[src/rtl/spi_slave_phy_if.sv]
// Signal bundle between an SPI slave PHY and its surroundings: the four SPI
// pins plus the byte-side channel.
//
// Byte-side handshake (there is no valid/ready pair): tx_byte is sampled by
// the PHY only at frame start and at each byte boundary. byte_finished toggles
// once per received byte, and rx_byte is already valid in the cycle the toggle
// appears. A consumer detects a new byte by XOR-ing byte_finished with its own
// previous copy. The consumer cannot stall the PHY.
interface spi_slave_phy_if;
    logic       spi_sclk;
    logic       spi_cs_n;
    logic       spi_mosi;
    logic       spi_miso;
    logic [7:0] tx_byte;
    logic [7:0] rx_byte;
    logic       byte_finished;
    logic       frame_active;
    logic       frame_error;
    logic [2:0] dbg_bit_cnt;

    // Host pins, byte source and byte consumer
    modport master (
        output spi_sclk, spi_cs_n, spi_mosi, tx_byte,
        input  spi_miso, rx_byte, byte_finished, frame_active, frame_error,
        input  dbg_bit_cnt
    );

    // The PHY itself
    modport slave (
        input  spi_sclk, spi_cs_n, spi_mosi, tx_byte,
        output spi_miso, rx_byte, byte_finished, frame_active, frame_error,
        output dbg_bit_cnt
    );
endinterface

[src/rtl/spi_slave_phy.sv]
// SPI slave physical layer: mode 0, MSB first, 8-bit bytes.
// The SPI pins are oversampled by clk, which must run at least 4x spi_sclk.
// All SPI inputs pass through 2-flop synchronizers. sclk and cs_n also have a
// third stage so that their edges can be detected.
module spi_slave_phy (
    input  logic             clk,
    input  logic             rst_n,
    spi_slave_phy_if.slave   bus
);
    // Bit 0 is the first synchronizer stage, bit 1 the synchronized value,
    // and bit 2 the previous synchronized value (used for edge detection).
    logic [2:0] sclk_sync_q, sclk_sync_d;
    logic [2:0] cs_sync_q,   cs_sync_d;
    logic [1:0] mosi_sync_q, mosi_sync_d;

    logic [2:0] bit_cnt_q,       bit_cnt_d;
    logic [7:0] rx_shift_q,      rx_shift_d;
    logic [7:0] tx_shift_q,      tx_shift_d;
    logic [7:0] rx_byte_q,       rx_byte_d;
    logic       byte_finished_q, byte_finished_d;
    logic       miso_q,          miso_d;
    logic       frame_active_q,  frame_active_d;
    logic       frame_error_q,   frame_error_d;

    logic sclk_rise, sclk_fall, cs_fall, cs_rise, mosi_s;

    assign sclk_rise = sclk_sync_q[1] & ~sclk_sync_q[2];
    assign sclk_fall = ~sclk_sync_q[1] & sclk_sync_q[2];
    assign cs_fall   = ~cs_sync_q[1] & cs_sync_q[2];
    assign cs_rise   = cs_sync_q[1] & ~cs_sync_q[2];
    assign mosi_s    = mosi_sync_q[1];

    // Next-state logic. Chip-select edges take priority over sclk edges, so an
    // sclk edge detected in the same cycle as deselect is dropped.
    always_comb begin
        sclk_sync_d     = {sclk_sync_q[1:0], bus.spi_sclk};
        cs_sync_d       = {cs_sync_q[1:0], bus.spi_cs_n};
        mosi_sync_d     = {mosi_sync_q[0], bus.spi_mosi};
        bit_cnt_d       = bit_cnt_q;
        rx_shift_d      = rx_shift_q;
        tx_shift_d      = tx_shift_q;
        rx_byte_d       = rx_byte_q;
        byte_finished_d = byte_finished_q;
        miso_d          = miso_q;
        frame_active_d  = frame_active_q;
        frame_error_d   = 1'b0;

        if (cs_fall) begin
            // Frame start: present the first bit of tx_byte before the first sclk edge.
            bit_cnt_d      = 3'd0;
            tx_shift_d     = bus.tx_byte;
            miso_d         = bus.tx_byte[7];
            frame_active_d = 1'b1;
        end else if (cs_rise) begin
            // Deselect: a partially received byte is discarded and flagged.
            frame_active_d = 1'b0;
            bit_cnt_d      = 3'd0;
            miso_d         = 1'b0;
            frame_error_d  = (bit_cnt_q != 3'd0);
        end else if (frame_active_q) begin
            if (sclk_rise) begin
                rx_shift_d = {rx_shift_q[6:0], mosi_s};
                bit_cnt_d  = bit_cnt_q + 3'd1;
                if (bit_cnt_q == 3'd7) begin
                    rx_byte_d       = {rx_shift_q[6:0], mosi_s};
                    byte_finished_d = ~byte_finished_q;
                end
            end else if (sclk_fall) begin
                if (bit_cnt_q == 3'd0) begin
                    // Byte boundary: the only point inside a frame where tx_byte is sampled.
                    tx_shift_d = bus.tx_byte;
                    miso_d     = bus.tx_byte[7];
                end else begin
                    tx_shift_d = {tx_shift_q[6:0], 1'b0};
                    miso_d     = tx_shift_q[6];
                end
            end
        end
    end

    // State registers; synchronizers reset to the idle bus pattern.
    always_ff @(posedge clk) begin
        if (!rst_n) begin
            sclk_sync_q     <= 3'b000;
            cs_sync_q       <= 3'b111;
            mosi_sync_q     <= 2'b00;
            bit_cnt_q       <= 3'd0;
            rx_shift_q      <= 8'h00;
            tx_shift_q      <= 8'h00;
            rx_byte_q       <= 8'h00;
            byte_finished_q <= 1'b0;
            miso_q          <= 1'b0;
            frame_active_q  <= 1'b0;
            frame_error_q   <= 1'b0;
        end else begin
            sclk_sync_q     <= sclk_sync_d;
            cs_sync_q       <= cs_sync_d;
            mosi_sync_q     <= mosi_sync_d;
            bit_cnt_q       <= bit_cnt_d;
            rx_shift_q      <= rx_shift_d;
            tx_shift_q      <= tx_shift_d;
            rx_byte_q       <= rx_byte_d;
            byte_finished_q <= byte_finished_d;
            miso_q          <= miso_d;
            frame_active_q  <= frame_active_d;
            frame_error_q   <= frame_error_d;
        end
    end

    assign bus.spi_miso      = miso_q;
    assign bus.rx_byte       = rx_byte_q;
    assign bus.byte_finished = byte_finished_q;
    assign bus.frame_active  = frame_active_q;
    assign bus.frame_error   = frame_error_q;
    assign bus.dbg_bit_cnt   = bit_cnt_q;
endmodule

[src/flat_wrapper.sv]
// flat-port wrapper written by rule: the top's interface ports become plain ports
module spi_slave_phy_flat 
  (clk, rst_n, bus_spi_sclk, bus_spi_cs_n, bus_spi_mosi, bus_tx_byte, bus_spi_miso, bus_rx_byte, bus_byte_finished, bus_frame_active, bus_frame_error, bus_dbg_bit_cnt);
  spi_slave_phy_if bus_i ();
  input  logic clk;
  input  logic rst_n;
  input wire logic [$bits(bus_i.spi_sclk)-1:0] bus_spi_sclk;
  input wire logic [$bits(bus_i.spi_cs_n)-1:0] bus_spi_cs_n;
  input wire logic [$bits(bus_i.spi_mosi)-1:0] bus_spi_mosi;
  input wire logic [$bits(bus_i.tx_byte)-1:0] bus_tx_byte;
  output wire logic [$bits(bus_i.spi_miso)-1:0] bus_spi_miso;
  output wire logic [$bits(bus_i.rx_byte)-1:0] bus_rx_byte;
  output wire logic [$bits(bus_i.byte_finished)-1:0] bus_byte_finished;
  output wire logic [$bits(bus_i.frame_active)-1:0] bus_frame_active;
  output wire logic [$bits(bus_i.frame_error)-1:0] bus_frame_error;
  output wire logic [$bits(bus_i.dbg_bit_cnt)-1:0] bus_dbg_bit_cnt;
  assign bus_i.spi_sclk = bus_spi_sclk;
  assign bus_i.spi_cs_n = bus_spi_cs_n;
  assign bus_i.spi_mosi = bus_spi_mosi;
  assign bus_i.tx_byte = bus_tx_byte;
  assign bus_spi_miso = bus_i.spi_miso;
  assign bus_rx_byte = bus_i.rx_byte;
  assign bus_byte_finished = bus_i.byte_finished;
  assign bus_frame_active = bus_i.frame_active;
  assign bus_frame_error = bus_i.frame_error;
  assign bus_dbg_bit_cnt = bus_i.dbg_bit_cnt;
  spi_slave_phy u_core (.clk(clk), .rst_n(rst_n), .bus(bus_i));
endmodule
[config.mk]
export PLATFORM = sky130hd
export DESIGN_NAME = spi_slave_phy_flat
export DESIGN_NICKNAME = d
export VERILOG_FILES = /design/src/rtl/spi_slave_phy_if.sv /design/src/rtl/spi_slave_phy.sv /design/src/flat_wrapper.sv
export SDC_FILE = /design/constraint.sdc
export NUM_CORES = 1
export LEC_CHECK = 0
export BUFFER_PORTS_ARGS = -buffer_cell sky130_fd_sc_hd__buf_2
export CORE_MARGIN = 2
export CORE_UTILIZATION = 51
export CTS_CLUSTER_DIAMETER = 50
export DETAILED_ROUTE_END_ITERATION = 10
export PLACE_DENSITY = 0.72
export SLEW_MARGIN = 15
export SYNTH_ARGS = -nofsm -noshare
export SYNTH_HDL_FRONTEND = slang
export SYNTH_SLANG_ARGS = --single-unit
export TNS_END_PERCENT = 1
[constraint.sdc]
create_clock -name clk -period 3.1 [get_ports clk]
set_input_delay 0.155 -clock clk [delete_from_list [all_inputs] [get_ports clk]]
set_output_delay 0.155 -clock clk [all_outputs]
set_load 0.01 [all_outputs]
; ---- Word level (Yosys, flattened, before mapping)
; Index checks and enable logic that the tools add are counted.
[word_totals]
reg_bits = 37
latch_bits = 0
ramBits = 0
mem_bits_ro = 0
in_bits = 13
word_cells = 56
mem_count = 0
[op_classes]
n_addsub = 1
n_mul = 0
div = 0
order_cmp = 0
eq_ne = 4
n_shift = 0
n_mux = 14
bitwise_logic = 12
n_reduce_logical = 14
[ops]
columns = operator, n
row1 = $mux 7, 6
row2 = $reduce_bool 3->1, 3
row3 = $mux 1, 8
row4 = $not 1->1, 8
row5 = $reduce_and 4->1, 2
row6 = $reduce_bool 2->1, 3
row7 = $reduce_or 3->1, 2
row8 = $reduce_and 5->1, 1
row9 = $and 1x1->1, 4
row10 = $add 3x1->3 const B, 1
row11 = $eq 3x3->1 const B, 1
row12 = $logic_not 3->1, 1
row13 = $ne 3x3->1 const B, 1
row14 = $reduce_and 3->1, 1
row15 = $ne 2x1->1 const B, 1
row16 = $ne 2x2->1 const B, 1
row17 = $reduce_and 2->1, 1

; ---- Longest topological paths before layout
[depth]
ltp_word = 7
depth_mapped = 7

; ---- Worst setup path after synthesis
; Ideal clock, no wire load.
[synth_path]
path_type = register to register
startpoint = register u_core.cs_sync_q[1]
endpoint = register u_core.byte_finished_q, in the netlist u_core.bus.byte_finished
setup_time_ps = 115
arrival_ps = 1405
setup_slack_ps = 1580
stages_incl_launch_ff = 8
path_buffers = 1
synth_period_minus_slack_ps = 1520
path_cell_list = dfxtp_1 > inv_1 > ha_1 > and4b_1 > buf_4 > nand2_4 > xnor2_1 > and2_1
[synth_between]
elab_chain_cells = 4
[synth_lines]
columns = element, line
row1 = from (decl), spi_slave_phy.sv:13  ; logic [2:0] cs_sync_q, cs_sync_d;
row2 = from (signal assigned), spi_slave_phy.sv:97  ; cs_sync_q <= cs_sync_d;
row3 = $not 1->1, spi_slave_phy.sv:29  ; assign cs_fall = ~cs_sync_q[1] & cs_sync_q[2];
row4 = $and 1x1->1, spi_slave_phy.sv:29
row5 = $not 1->1 (no line), --
row6 = $reduce_and 5->1 (no line) (*), --
row7 = to (signal assigned), spi_slave_phy.sv:103  ; byte_finished_q <= byte_finished_d;
row8 = to (decl), spi_slave_phy.sv:20  ; logic byte_finished_q, byte_finished_d;
; Every way passes the cells marked *; elsewhere a longest branch is shown, timed or not.
; A chain may end at the register's enable or synchronous reset.

; ---- Worst setup path after layout
; Ends and elaborated chain as after synthesis.

==> flow_metrics.py <==
metrics = {
    "cts": {
        "cts_hold_buffers": 0,
        "insertion_delay_ps": 330,
        "cts_sinks": 37,
        "ctsResizeCount": 0,
        "clk_pin_slew_worst_paths_ps": 110,
        "cts.path.max_buffers": 2,
        "cts_tree": "yes",
        "post_cts_buffers": 0,
        "numCtsBuffers": 5,
        "htree_levels": 2,
        "cts_root_buf": "clkbuf_4",
    },
    "routing": {
        "viasPerCell": 5.13,
        "postRouteAntennaNets": 0,
        "firstDrtPassIters": 4,
        "drtIter0Drc": 30,
        "via_count": 1138,
        "wl_mm": 2.72,
        "wl_per_cell_um": 12.2,
        "route.detailed.drc": 0,
    },
    "run_status": {
        "status": "finished, final reports clean",
    },
    "global_routing": {
        "grt.overflow.total": 0,
        "grt_pass1_vias": 1122,
        "grt_pass1_wl_mm": 4.66,
        "grt_max_degree": 37,
        "grt_antenna_before_repair": 0,
        "grt_use_total": 0.182,
    },
    "synthesis": {
        "syn-instance-count": 162,
        "syn_avg_cell_area_um2": 9.57,
        "yosysUniqueCellTypes": 31,
        "seq_area_frac_synth": 0.478,
        "syn-num-nets": 181,
        "syn_area_mm2": 0.00155,
        "ys_seq_elements": 37,
        "ys.warnings.count": 0,
    },
    "critical_path": {
        "worstReg2RegEnd": "u_core.bus.byte_finished",
        "arrival_ps": 2170,
        "rrSetupSlack_ps": 1170,
        "crit_chain": "inv_1 > ha_1 > and4b_1 > nand2_4 > xnor2_1 > and2_1",
        "crit_family": "simple AND/OR/NAND/NOR gates",
        "critical_path_class": "flop to flop",
        "startpoint_type": "flop",
        "required_ps": 3340,
        "slowest_stage": "and4b_1",
        "crit_fanout": 16,
        "slowest_delay_ps": 590,
        "worst-r2r-cell-count": 6,
        "cp_num_buf_inv": 1,
        "r2r-start": "u_core.cs_sync_q[1]",
        "cp-end-kind": "flop",
    },
    "power_and_ir_drop": {
        "seqPwrFrac": 0.558,
        "power_uw": 871,
        "p_comb_frac": 0.044,
        "internal_power_uw": 694,
        "cellLeakagePower_nw": 0.711,
        "p_per_area_mw_per_mm2": 495,
        "switching_share": 0.204,
        "peakVddDrop_v": 0.000303,
        "clkPwrFrac": 0.398,
        "switchingPower_uw": 178,
    },
    "timing": {
        "fmax_mhz": 519,
        "worst_slew_pin_slew_ps": 625,
        "finClkSkew_ps": 7.45,
        "period_share": 0.621,
        "max_slew_margin": 0.582,
        "hold_violations": 0,
        "rsz0062_at_grt": "no",
        "setup_tns_ps": 0,
        "setup_viol": 0,
        "finalMaxSlewViolations": 0,
        "period_needed_ps": 1930,
    },
    "layout": {
        "fin_cells": 222,
        "diodes": 0,
        "final_area_mm2": 0.00176,
        "drive_gt1_frac": 0.228,
        "final_nets": 207,
        "area_growth_pct": 13.6,
    },
    "floorplanning": {
        "rows": 20,
        "die_area_mm2": 0.00350,
        "dieHeight_um": 59.1,
        "initial_core_util": 0.521,
        "io_pins": 28,
        "core-area_mm2": 0.00298,
        "die_w_um": 59.1,
    },
    "hold_path": {
        "hold_path_class": "primary input to flop",
        "worstHoldStart": "bus_spi_cs_n",
        "holdPathEnd": "u_core.cs_sync_q[0]",
        "min_delay_path_depth": 2,
    },
    "flow_run": {
        "cap_violations": 0,
    },
    "place": {
        "portBuffers": 27,
        "place_congestion": 0.696,
        "place_area_mm2": 0.00168,
        "place.detailed.hpwl_mm": 2.02,
        "dpl.cell_count": 214,
    },
}
-- cells by family (layout without fill, tap and decap cells) --
| group | after synthesis | count (layout) | share of synthesized area |
|---|---|---|---|
| flip-flops | 37 | 37 | 0.478 |
| buffers and inverters | 14 | 41 | 0.0476 |
| AND/OR/NAND/NOR | 61 | 61 | 0.201 |
| adder cells (fa/ha/maj) | 6 | 6 | 0.0484 |
| AO/OA/AOI/OAI | 34 | 34 | 0.162 |
| XOR/XNOR | 2 | 2 | 0.0113 |
| multiplexers | 8 | 8 | 0.0517 |
-- power by group through the flow --
stage	Combinational, mW	Sequential (mW)	Clock [mW]
6_report	0.0384	0.486	0.347
5_1_grt	0.0435	0.487	0.375
4_1_cts	0.0390	0.486	0.356
3_5_place_dp	0.0388	0.497	0
3_3_place_gp	0.0372	0.497	0
2_1_floorplan	0.0265	0.496	0
-- worst max path at each step --
stage | from | to | slack [ps] | depth (start not counted)
6_report | u_core.cs_sync_q[1] | u_core.bus.byte_finished | 1170 | 6
3_5_place_dp | u_core.cs_sync_q[1] | u_core.bus.byte_finished | 1170 | 6
5_1_grt | u_core.cs_sync_q[1] | u_core.bus.byte_finished | 1070 | 6
3_3_place_gp | u_core.cs_sync_q[1] | u_core.bus.byte_finished | 1250 | 6
2_1_floorplan | u_core.cs_sync_q[1] | u_core.bus.byte_finished | 1580 | 7
4_1_cts | u_core.cs_sync_q[1] | u_core.bus.byte_finished | 1160 | 6
-- worst register-to-register path: cells and delay by family (launching register included) --
kind	cells	cell delay [ps]
fa+ha+maj	1	370
simple gates	3	900
flops	1	350
xor+xnor	1	150
buf+inv	1	70
-- state kept, by name, summed over array words and instances, names as in the netlist --
signal / count
u_core.bus.frame_active: 1
u_core.sclk_sync_q: 3
u_core.cs_sync_q: 3
u_core.mosi_sync_q: 2
u_core.rx_shift_q: 7
u_core.bus.frame_error: 1
u_core.bus.rx_byte: 8
u_core.bus.dbg_bit_cnt: 3
u_core.tx_shift_q: 7
u_core.bus.byte_finished: 1
u_core.bus.spi_miso: 1
-- layer usage --
layer	wire length [µm]	vias to the layer above	global-route usage
met1	1160	517	0.194
met3	116	5	0.0590
met4	42	0	0.0779
met2	1400	23	0.325
li1	-	593	-
met5	0	-	0
-- final cells by class --
cell class	count	area, µm²
Inverter	6	22.5
Tap cell	33	41.3
Multi-Input combinational cell	111	736
Timing Repair Buffer	27	135
Sequential cell	37	741
Clock inverter	1	30.0
Fill cell	287	1220
Clock buffer	7	55.1
-- placed cells by master, fill, tap and decap left out, types with 4 or more instances in the layout --
| cell | instances |
|---|---|
| a21boi_0 | 13 |
| a21oi_1 | 5 |
| dfxtp_1 | 37 |
| a21oi_2 | 4 |
| inv_1 | 6 |
| buf_2 | 27 |
| mux2i_1 | 8 |
| nand2_1 | 27 |
| nand2b_1 | 5 |
| nand3_1 | 12 |
| clkbuf_4 | 5 |
| o21ai_1 | 4 |
| and2_1 | 6 |
| ha_1 | 6 |
-- metrics by stage --
| step | worst slack, ps | hold WS, ps | util |
|---|---|---|---|
| floorplan | 1580 | 228 | - |
| global placement | 1250 | 339 | 0.563 |
| detailed placement | 1170 | 357 | 0.563 |
| CTS | 1160 | 8.40 | 0.591 |
| global route | 1070 | 17.6 | 0.591 |
| finish | 1170 | 12.1 | 0.591 |
-- synth_stat cells (all sizes together) --
library cell	n	share of area
buf	5	0.025
a21oi	10	0.049
nor2	2	0.0065
inv	6	0.015
nand4	1	0.0040
nand2b	5	0.020
nor2b	2	0.0081
nand3	12	0.039
and4b	1	0.0065
a21boi	16	0.077
dfxtp	37	0.48
nand2	28	0.073
xnor2	2	0.011
or3b	1	0.0057
ha	6	0.048
a211oi	1	0.013
clkbuf	3	0.0081
mux2i	8	0.052
o21ai	7	0.023
nand3b	3	0.015
and2	6	0.024
Power figures use the tool's default switching activity.
